<file path="src/rtl/alu_pkg.sv">
// Shared op codes, FSM state encoding and iterative-unit mode selects for the
// multi-cycle ALU and the control decoder.
package alu_pkg;

  localparam logic [3:0] OP_AND  = 4'b0000;
  localparam logic [3:0] OP_OR   = 4'b0001;
  localparam logic [3:0] OP_ADD  = 4'b0010;
  localparam logic [3:0] OP_SUB  = 4'b0100;
  localparam logic [3:0] OP_MUL  = 4'b0101;
  localparam logic [3:0] OP_SLTU = 4'b0110;
  localparam logic [3:0] OP_SLT  = 4'b0111;
  localparam logic [3:0] OP_DIVU = 4'b1001;
  localparam logic [3:0] OP_REMU = 4'b1010;

  // Mode select for the iterative mul/div unit
  localparam logic MODE_MUL = 1'b0;
  localparam logic MODE_DIV = 1'b1;

  typedef enum logic [1:0] {
    S_IDLE = 2'd0,
    S_RUN  = 2'd1,
    S_DONE = 2'd2
  } state_e;

  function automatic logic is_iter(input logic [3:0] op);
    return (op == OP_MUL) || (op == OP_DIVU) || (op == OP_REMU);
  endfunction

endpackage

</file>
<file path="src/rtl/alu_iter_muldiv.sv">
// Iterative unsigned multiply (shift-add) and restoring divide over N steps,
// sharing one 2N-bit {hi,lo} shift register.
module alu_iter_muldiv
  import alu_pkg::*;
#(
  parameter int N  = 32,
  parameter int CW = $clog2(N)
) (
  input  logic         clk,
  input  logic         rst_n,
  input  logic         start,
  input  logic         mode,
  input  logic [N-1:0] a,
  input  logic [N-1:0] b,
  output logic [N-1:0] lo,
  output logic [N-1:0] hi,
  output logic         last
);

  logic [N-1:0]  hi_q, lo_q, b_q;
  logic [CW-1:0] cnt;
  logic          busy, div_q;
  logic [N:0]    add_s, sh, sub_s;
  logic          ge;

  // lo/hi present the value after this cycle's step, so the top can capture
  // the final result on the same edge as the last step.
  always_comb begin
    add_s = {1'b0, hi_q} + {1'b0, b_q};
    sh    = {hi_q, lo_q[N-1]};
    sub_s = sh - {1'b0, b_q};
    ge    = sh >= {1'b0, b_q};
    hi    = {1'b0, hi_q[N-1:1]};
    lo    = {hi_q[0], lo_q[N-1:1]};
    if (div_q == MODE_DIV) begin
      hi = ge ? sub_s[N-1:0] : sh[N-1:0];
      lo = {lo_q[N-2:0], ge};
    end else if (lo_q[0]) begin
      hi = add_s[N:1];
      lo = {add_s[0], lo_q[N-1:1]};
    end
  end

  assign last = busy && (cnt == '0);

  always_ff @(posedge clk or negedge rst_n) begin
    if (!rst_n) begin
      hi_q  <= '0;
      lo_q  <= '0;
      b_q   <= '0;
      cnt   <= '0;
      busy  <= 1'b0;
      div_q <= MODE_MUL;
    end else if (start) begin
      hi_q  <= '0;
      lo_q  <= a;
      b_q   <= b;
      cnt   <= CW'(N - 1);
      busy  <= 1'b1;
      div_q <= mode;
    end else if (busy) begin
      hi_q <= hi;
      lo_q <= lo;
      if (cnt == '0) busy <= 1'b0;
      else           cnt  <= cnt - 1'b1;
    end
  end

endmodule

</file>
<file path="src/rtl/seq_alu.sv">
// Multi-cycle ALU: single-cycle logic/arith/compare ops plus iterative
// MUL/DIVU/REMU, valid/ready on both sides, flags registered with the result.
module seq_alu
  import alu_pkg::*;
#(
  parameter int N  = 32,
  parameter int CW = $clog2(N)
) (
  input  logic         clk,
  input  logic         rst_n,
  input  logic         in_valid,
  output logic         in_ready,
  input  logic [3:0]   op,
  input  logic [N-1:0] a,
  input  logic [N-1:0] b,
  output logic         out_valid,
  input  logic         out_ready,
  output logic [N-1:0] res_lo,
  output logic [N-1:0] res_hi,
  output logic         zero,
  output logic         carry,
  output logic         ovf,
  output logic         dbz
);

  state_e       state;
  logic [3:0]   op_q;
  logic         dbz_q;
  logic         md_start, md_last;
  logic [N-1:0] md_lo, md_hi, it_lo, it_hi;
  logic [N:0]   add_s, sub_s;
  logic [N-1:0] sc_lo;
  logic         sc_known, sc_c, sc_v;

  assign md_start = (state == S_IDLE) && in_valid && is_iter(op);

  alu_iter_muldiv #(.N(N), .CW(CW)) u_muldiv (
    .clk   (clk),
    .rst_n (rst_n),
    .start (md_start),
    .mode  ((op == OP_MUL) ? MODE_MUL : MODE_DIV),
    .a     (a),
    .b     (b),
    .lo    (md_lo),
    .hi    (md_hi),
    .last  (md_last)
  );

  // REMU reports the remainder in lo, so the halves swap
  assign it_lo = (op_q == OP_REMU) ? md_hi : md_lo;
  assign it_hi = (op_q == OP_REMU) ? md_lo : md_hi;

  always_comb begin
    add_s    = {1'b0, a} + {1'b0, b};
    sub_s    = {1'b0, a} - {1'b0, b};
    sc_lo    = '0;
    sc_c     = 1'b0;
    sc_v     = 1'b0;
    sc_known = 1'b1;
    case (op)
      OP_AND:  sc_lo = a & b;
      OP_OR:   sc_lo = a | b;
      OP_ADD: begin
        sc_lo = add_s[N-1:0];
        sc_c  = add_s[N];
        sc_v  = (a[N-1] == b[N-1]) && (add_s[N-1] != a[N-1]);
      end
      OP_SUB: begin
        sc_lo = sub_s[N-1:0];
        sc_c  = ~sub_s[N];
        sc_v  = (a[N-1] != b[N-1]) && (sub_s[N-1] != a[N-1]);
      end
      OP_SLTU: sc_lo = N'(a < b);
      OP_SLT:  sc_lo = N'($signed(a) < $signed(b));
      default: sc_known = 1'b0;
    endcase
  end

  always_ff @(posedge clk or negedge rst_n) begin
    if (!rst_n) begin
      state     <= S_IDLE;
      in_ready  <= 1'b1;
      out_valid <= 1'b0;
      res_lo    <= '0;
      res_hi    <= '0;
      zero      <= 1'b0;
      carry     <= 1'b0;
      ovf       <= 1'b0;
      dbz       <= 1'b0;
      op_q      <= '0;
      dbz_q     <= 1'b0;
    end else begin
      case (state)
        S_IDLE: if (in_valid) begin
          in_ready <= 1'b0;
          if (is_iter(op)) begin
            op_q  <= op;
            dbz_q <= (op != OP_MUL) && (b == '0);
            state <= S_RUN;
          end else begin
            res_lo    <= sc_lo;
            res_hi    <= '0;
            zero      <= sc_known && (sc_lo == '0);
            carry     <= sc_c;
            ovf       <= sc_v;
            dbz       <= 1'b0;
            out_valid <= 1'b1;
            state     <= S_DONE;
          end
        end
        S_RUN: if (md_last) begin
          res_lo    <= it_lo;
          res_hi    <= it_hi;
          zero      <= (it_lo == '0);
          carry     <= 1'b0;
          ovf       <= 1'b0;
          dbz       <= dbz_q;
          out_valid <= 1'b1;
          state     <= S_DONE;
        end
        S_DONE: if (out_ready) begin
          out_valid <= 1'b0;
          in_ready  <= 1'b1;
          state     <= S_IDLE;
        end
        default: state <= S_IDLE;
      endcase
    end
  end

endmodule

</file>
<file path="config.mk">
export PLATFORM = sky130hd
export DESIGN_NAME = seq_alu
export DESIGN_NICKNAME = d
export VERILOG_FILES = /design/src/rtl/alu_pkg.sv /design/src/rtl/alu_iter_muldiv.sv /design/src/rtl/seq_alu.sv
export SDC_FILE = /design/constraint.sdc
export NUM_CORES = 1
export LEC_CHECK = 0
export ABC_AREA = 1
export BUFFER_PORTS_ARGS = -buffer_cell sky130_fd_sc_hd__clkbuf_2
export CAP_MARGIN = 30
export CORE_MARGIN = 2
export CORE_UTILIZATION = 40
export DETAILED_ROUTE_END_ITERATION = 10
export PLACE_DENSITY = 0.54
export SKIP_CTS_REPAIR_TIMING = 1
export SLEW_MARGIN = 0
export SYNTH_ARGS = -nofsm -noshare
export SYNTH_HDL_FRONTEND = slang
export SYNTH_SLANG_ARGS = --single-unit
</file>
<file path="constraint.sdc">
create_clock -name clk -period 3.6 [get_ports clk]
set_input_delay 0.18 -clock clk [delete_from_list [all_inputs] [get_ports clk]]
set_output_delay 0.18 -clock clk [all_outputs]
set_load 0.005 [all_outputs]
</file>
==> results.toml, run 1 <==
[floorplanning]
io_pins = 142
rows = 81
fp.dieH_um = 227
die_w_um = 227
die_area_um2 = 51700
fp.coreArea_um2 = 49200
start_util_pct = 40.6

[routing]
initialDrtViolationCount = 2356
drtPass1Iterations = 6
vias = 23400
wl_per_cell_um = 21.9
via_per_inst = 5.55
final_antenna_net_count = 0
drc_errors = 0
routed_wl_um = 92600

[layout]
regArea_um2 = 4510
drive_gt1_share_pct = 9.72
syn2layout_area_growth_pct = 13.6
fin_nets = 3788
final_common_cell = "nand2_1"
multi_input_area_um2 = 13000
fin_area_um2 = 22700
num-fill-cells = 5379
layout_common_cells = "1067 x nand2_1, 541 x inv_1, 281 x nand3_1"

[worst_setup_path]
crit_type = "reg -> reg"
cpPeakStageDelay_ns = 0.43
critPathCaptureType = "flip-flop"
cp_slowest_cell = "dfrtp_1"
cp.required_ns = 4.00
critPathBufInv = 3
path_cells = "inv_1, ha_1, nand2_2, inv_2, nand3_1, nor4_4, nand2_4, nand2_4, buf_6, nand2_1, nand3_1, nand3_1, nand2_1, nand2_1, nor2_1, nand2_1, nor2_2, nand3_1, a21oi_1"
path_delay_family = "simple AND/OR/NAND/NOR gates"
crit_fanout = 22
start_kind = "flip-flop"
critPathArrivalTime_ns = 3.89
r2r_slack_ns = 0.11

[place]
port_buffers = 141
place_ws_ns = -0.0858
post_dp_cell_area_um2 = 22000
dp_hpwl_um = 76300
place_congestion = 0.992

[sta]
min_period_over_period_pct = 97.0
worst_pin_slew_ns = 0.969
clock.fmax_ghz = 0.286
setup_ws_ns = 0.108
hold_viol_final = 0
drv_slew = 0
clock_skew_ns = 0.0131
slew_headroom_pct = 35.4
period_minus_slack_ns = 3.49
setup_viol = 0
rsz0062_at_grt = "false"
tns_ns = 0

[cts]
cts_tree = "yes"
worst_skew_pair.late_latency_ns = 0.47
clock_sinks = 180
cts_max_level = 4
clkTransAtPathRegs_ns = 0.08
cts_buffers = 17
root_buffer = "clkbuf_16"
cts_buffer_depth = 2

[run_status]
status = "complete, no violations"

[pwr]
cellPowerDensity_nw_per_um2 = 876
ir_worst_vdd_mv = 0.468
power_leakage_nw = 12.5

[global_routing]
grt_start_max_net_pins = 99
antenna_found_initial = 4
track_usage_pct = 35.9
grt_pass1_vias = 22500
grt_pass1_wl_um = 137000
grt_remaining_overflow = 0

[yosys]
ys_ff_latch = 180
yosysWarnings = 0
synth.top_cells.by_area = "dfrtp_1 22%, nand2_1 20%, ha_1 10%, inv_1 10%, nand3_1 7.1%"
syn_inst = 3370
synth_ff_type = "dfrtp_1"
synth.cell_area_um2 = 20000
syn_nets = 3613
synth-seq-area-share_pct = 22.6
synth_cell_type_count = 52
async_reset_ff_share_pct = 100
syn_avg_cell_area_um2 = 5.93
synth_top_area_share_pct = 22.4
synth-edff-count = 0
synth.largest_area_cell = "dfrtp_1"

[job]
drv_cap = 0

[min_path]
worstHoldPathType = "in -> reg"
kinds of logic (layout without fill, tap and decap cells):
logic type      count (synthesis)  in the layout  share of synthesized area (%)
flops                         180            180                           22.6
buf+inv                       661            849                           12.7
mux                             1              1                         0.0501
fa+ha+maj                     171            171                           10.9
compound gates                575            575                           16.2
xor+xnor                       17             17                          0.746
other cells                     0              3                              0
simple gates                 1765           1765                           36.9
report_power, final:
group	switching (mW)	internal [mW]
registers	0.819	2.76
logic	9.80	4.54
clock network	1.00	0.951
total	11.6	8.25
cell type report:
cell class / count / share of cell area [%]
inverters: 553 / 9.16
flip-flops and latches: 180 / 19.9
clock buffers: 18 / 1.94
clock inverters: 14 / 0.689
well taps: 664 / 3.66
multi-input cells: 2529 / 57.3
diodes: 3 / 0.0331
repair buffers: 264 / 7.34
cells in the mapped netlist, drive strengths merged, types with 5 or more instances:
cell and count:
dfrtp 179, nand4 39, clkbuf 75, nand3 289
clkinv 5, inv 548, nand2 1077, o221ai 37
nor3 21, or2 6, o22ai 32, nor4 16
o21bai 19, o211ai 16, xnor2 13, a21oi 186
o21ai 251, and2 7, ha 167, a22oi 14
buf 33, nand3b 19, nor2 288
path summary, 6_finish.rpt:
check / startpoint / endpoint / depth (start not counted)
worst max-delay path: u_muldiv.b_q[29] / zero / 19
worst min-delay path: a[2] / u_muldiv.lo_q[2] / 3
worst max register to register: u_muldiv.b_q[29] / zero / 19
worst min register to register: res_hi[11] / res_hi[11] / 2
max in group asynchronous: rst_n / in_ready / 3
min in group asynchronous: rst_n / u_muldiv.lo_q[4] / 2
metal layers:
layer / vias to the layer above / track usage, % / routed length (µm)
met2: 1054 / 57.5 / 41400
met3: 188 / 4.88 / 6800
li1: 11200 / - / -
met1: 11000 / 47.1 / 39300
met5: - / 0 / 34
met4: 6 / 18.5 / 5130
worst reg2reg max path: stages (launching register included):
cell and delay, ns:
dfrtp_1 0.43, inv_1 0.07, ha_1 0.39, nand2_2 0.13, inv_2 0.07, nand3_1 0.24, nor4_4 0.35, nand2_4 0.09
nand2_4 0.09, buf_6 0.22, nand2_1 0.10, nand3_1 0.13, nand3_1 0.13, nand2_1 0.17, nand2_1 0.07, nor2_1 0.11
nand2_1 0.08, nor2_2 0.23, nand3_1 0.18, a21oi_1 0.15
registers in the layout (all words and copies together) (netlist names):
signal and count:
res_hi 32, ovf 1, dbz 1, u_muldiv.busy 1, dbz_q 1, carry 1, out_valid 1, u_muldiv.lo_q 32
u_muldiv.hi_q 32, u_muldiv.cnt 5, in_ready 1, state 2, u_muldiv.div_q 1, zero 1, res_lo 32, op_q 4
u_muldiv.b_q 32
metrics by stage:
stage / total power [mW] / hold slack [ns] / utilization [%] / instances
CTS: 19.4 / -0.132 / 46.0 / 4219
finish: 19.9 / 0.0406 / 46.2 / 4225
floorplan: 12.4 / -0.116 / - / 3370
global placement: 17.4 / 0.356 / 44.8 / 4187
detailed placement: 17.4 / 0.363 / 44.8 / 4187
global route: 21.6 / 0.0789 / 46.1 / 4222
(Power assumes the default switching activity.)
==> inputs of run 2 (changes only) <==
- HOLD_SLACK_MARGIN: default -> 0.12
- SYNTH_HIERARCHICAL: default -> 1
==> results.toml, run 2 <==
[worst_setup_path]
cp-endpoint = "zero"
crit_fanout = 9
start_kind = "primary input"
cp_slowest_cell = "dlygate4sd3_1"
crit_cells = 17
path_cells = "dlygate4sd3_1, clkbuf_2, inv_1, ha_1, nor2_2, nand2_1, nor2_1, nand3_1, nand3_1, nand2_1, nand3_1, nand3_1, nor2_1, nand2_1, nor2_1, nand3_1, a21oi_2"
reg2reg_depth = 22
critPathCaptureType = "flip-flop"
crit_type = "in -> reg"
reg2reg_to = "zero"
critPathBufInv = 3
timing.critical_path.mode_cell = "nand3_1"
r2r_slack_ns = 0.19
cpPeakStageDelay_ns = 0.53
path_delay_family = "simple AND/OR/NAND/NOR gates"
startpoint = "b[18]"
r2r_start = "u_muldiv/b_q[19]"
cp.required_ns = 3.99
critPathArrivalTime_ns = 3.88

[layout]
layout_common_cells = "1240 x nand2_1, 578 x inv_1, 261 x nand3_1"
num-fill-cells = 5811
regArea_um2 = 4510
syn2layout_area_growth_pct = 18.3
fin_area_um2 = 25900
utilization_pct = 48.0
fin_nets = 4170
drive_gt1_share_pct = 17.9
final_common_cell = "nand2_1"
multi_input_area_um2 = 15000
fin_cells = 4637

[cts]
cts_buffer_depth = 2
cts_buffers = 17
clkTransAtPathRegs_ns = 0.08
cts_max_level = 4
worst_skew_pair.late_latency_ns = 0.46
clock_sinks = 180
root_buffer = "clkbuf_16"
cts_tree = "yes"

[sta]
clock_skew_ns = 0.0167
worst_pin_slew_ns = 0.933
clock.fmax_ghz = 0.286
setup_viol = 0
setup_ws_ns = 0.105
whs_ns = 0.102
slew_headroom_pct = 37.8
period_minus_slack_ns = 3.50
hold_viol_final = 0
drv_slew = 0
min_period_over_period_pct = 97.1

[floorplanning]
fp.coreArea_um2 = 53900
die_w_um = 238
start_util_pct = 40.5
rows = 85
fp.dieH_um = 238
die_area_um2 = 56500
io_pins = 142

[routing]
routed_wl_um = 95000
drc_errors = 0
wl_per_cell_um = 20.5
via_per_inst = 5.25
vias = 24300
initialDrtViolationCount = 2747
final_antenna_net_count = 0
drtPass1Iterations = 6

[run_status]
status = "complete, no violations"

[yosys]
yosys-top-cells-count = "1283 x nand2_1, 585 x inv_1, 267 x nand3_1, 248 x nor2_1, 179 x dfrtp_1"
async_reset_ff_share_pct = 100
yosysWarnings = 6
synth-edff-count = 0
synth.top_cells.by_area = "nand2_1 22%, dfrtp_1 20%, inv_1 10%, ha_1 9.6%, nand3_1 6.1%"
synth_top_area_share_pct = 22.0
syn_inst = 3686
syn_nets = 3929
synth.cell_area_um2 = 21900
syn_avg_cell_area_um2 = 5.93
synth_cell_type_count = 53
synth-seq-area-share_pct = 20.6
ys_ff_latch = 180
yosysMostFrequentCell = "nand2_1"
synth.largest_area_cell = "nand2_1"
synth_ff_type = "dfrtp_1"

[place]
place_ws_ns = 0.0453
port_buffers = 141
dp_hpwl_um = 77800
place_congestion = 1.03
post_dp_cell_area_um2 = 24000
dp.cells = 4549

[min_path]
hold_depth = 3
worstHoldPathType = "in -> reg"
hold_start = "a[0]"

[global_routing]
grt_start_max_net_pins = 116
grt_remaining_overflow = 0
grt_pass1_wl_um = 139000
track_usage_pct = 33.0
antenna_found_initial = 4
grt_pass1_vias = 22300

[pwr]
combPwrFrac_pct = 77.9
p_sw_mw = 13.8
pwr-share-clk_pct = 7.8
seqPwrFrac_pct = 14.4
ir_worst_vdd_mv = 0.636
p_sw_share_pct = 56.0
power_leakage_nw = 14.0
internal_power_mw = 10.9
cellPowerDensity_nw_per_um2 = 955

[job]
drv_cap = 0
run 2: power groups by stage:
stage          combinational, mW  sequential, mW  clock (mW)
4_1_cts                     17.3            3.46        1.94
3_3_place_gp                17.3            3.46           0
6_report                    19.2            3.55        1.92
5_1_grt                     21.1            3.64        2.03
3_5_place_dp                17.2            3.49           0
2_1_floorplan               10.9            3.37           0
run 2: worst min-delay path by stage:
| stage | to | slack (ns) |
|---|---|---|
| 2_1_floorplan | carry | -0.12 |
| 3_3_place_gp | u_muldiv/hi_q[30] | 0.29 |
| 3_5_place_dp | u_muldiv/hi_q[30] | 0.29 |
| 4_1_cts | u_muldiv/hi_q[30] | -0.20 |
| 5_1_grt | u_muldiv/lo_q[7] | 0.12 |
| 6_report | u_muldiv/lo_q[0] | 0.10 |
run 2: worst reg2reg max path: stages (launching register included):
cell and delay (ns):
dfrtp_1 0.34, inv_1 0.07, ha_2 0.39, nand2_1 0.12, nor2_1 0.19, buf_4 0.15
nand2_1 0.16, nor2_1 0.13, nand2_1 0.10, nand4_1 0.11, nand2_1 0.06, nand2_1 0.07
nand3_2 0.08, and2_1 0.22, nand2_1 0.10, nand2_2 0.10, nor4_2 0.32, nand2_1 0.08
nor2_1 0.10, nand2_1 0.06, o31ai_1 0.19, inv_1 0.08, a21oi_2 0.12
run 2: stage by stage:
stage | total power, mW | setup TNS [ns]
finish | 24.7 | 0
global route | 26.8 | -0.0445
CTS | 22.7 | 0
detailed placement | 20.7 | 0
global placement | 20.8 | 0
floorplan | 14.2 | 0
run 2: per-layer routing:
layer  track usage [%]  up-vias  share of wire (%)
met5                 0        -                  0
met3              6.63      121                9.1
met4              8.71        0                2.9
met1              49.2    11200                 47
li1                  -    12000                  -
met2              47.8     1036                 41
run 2: layout make-up:
cell class / count / share of cell area, %
timing repair buffer: 351 / 9.67
antenna: 1 / 0.00968
sequential: 180 / 17.4
clock inverter: 15 / 0.639
inverter: 643 / 9.35
tap: 696 / 3.37
multi-input combinational: 2734 / 57.9
clock buffer: 17 / 1.65
run 2: cell families (layout without fill, tap and decap cells):
family,after synthesis,after routing,share of synthesized area (%)
simple gates,2076,2077,41.7
buf+inv,773,1026,14.5
compound gates,456,456,12.0
flops,180,180,20.6
fa+ha+maj,171,171,9.92
xor+xnor,23,23,0.921
mux,7,7,0.320
other cells,0,1,0
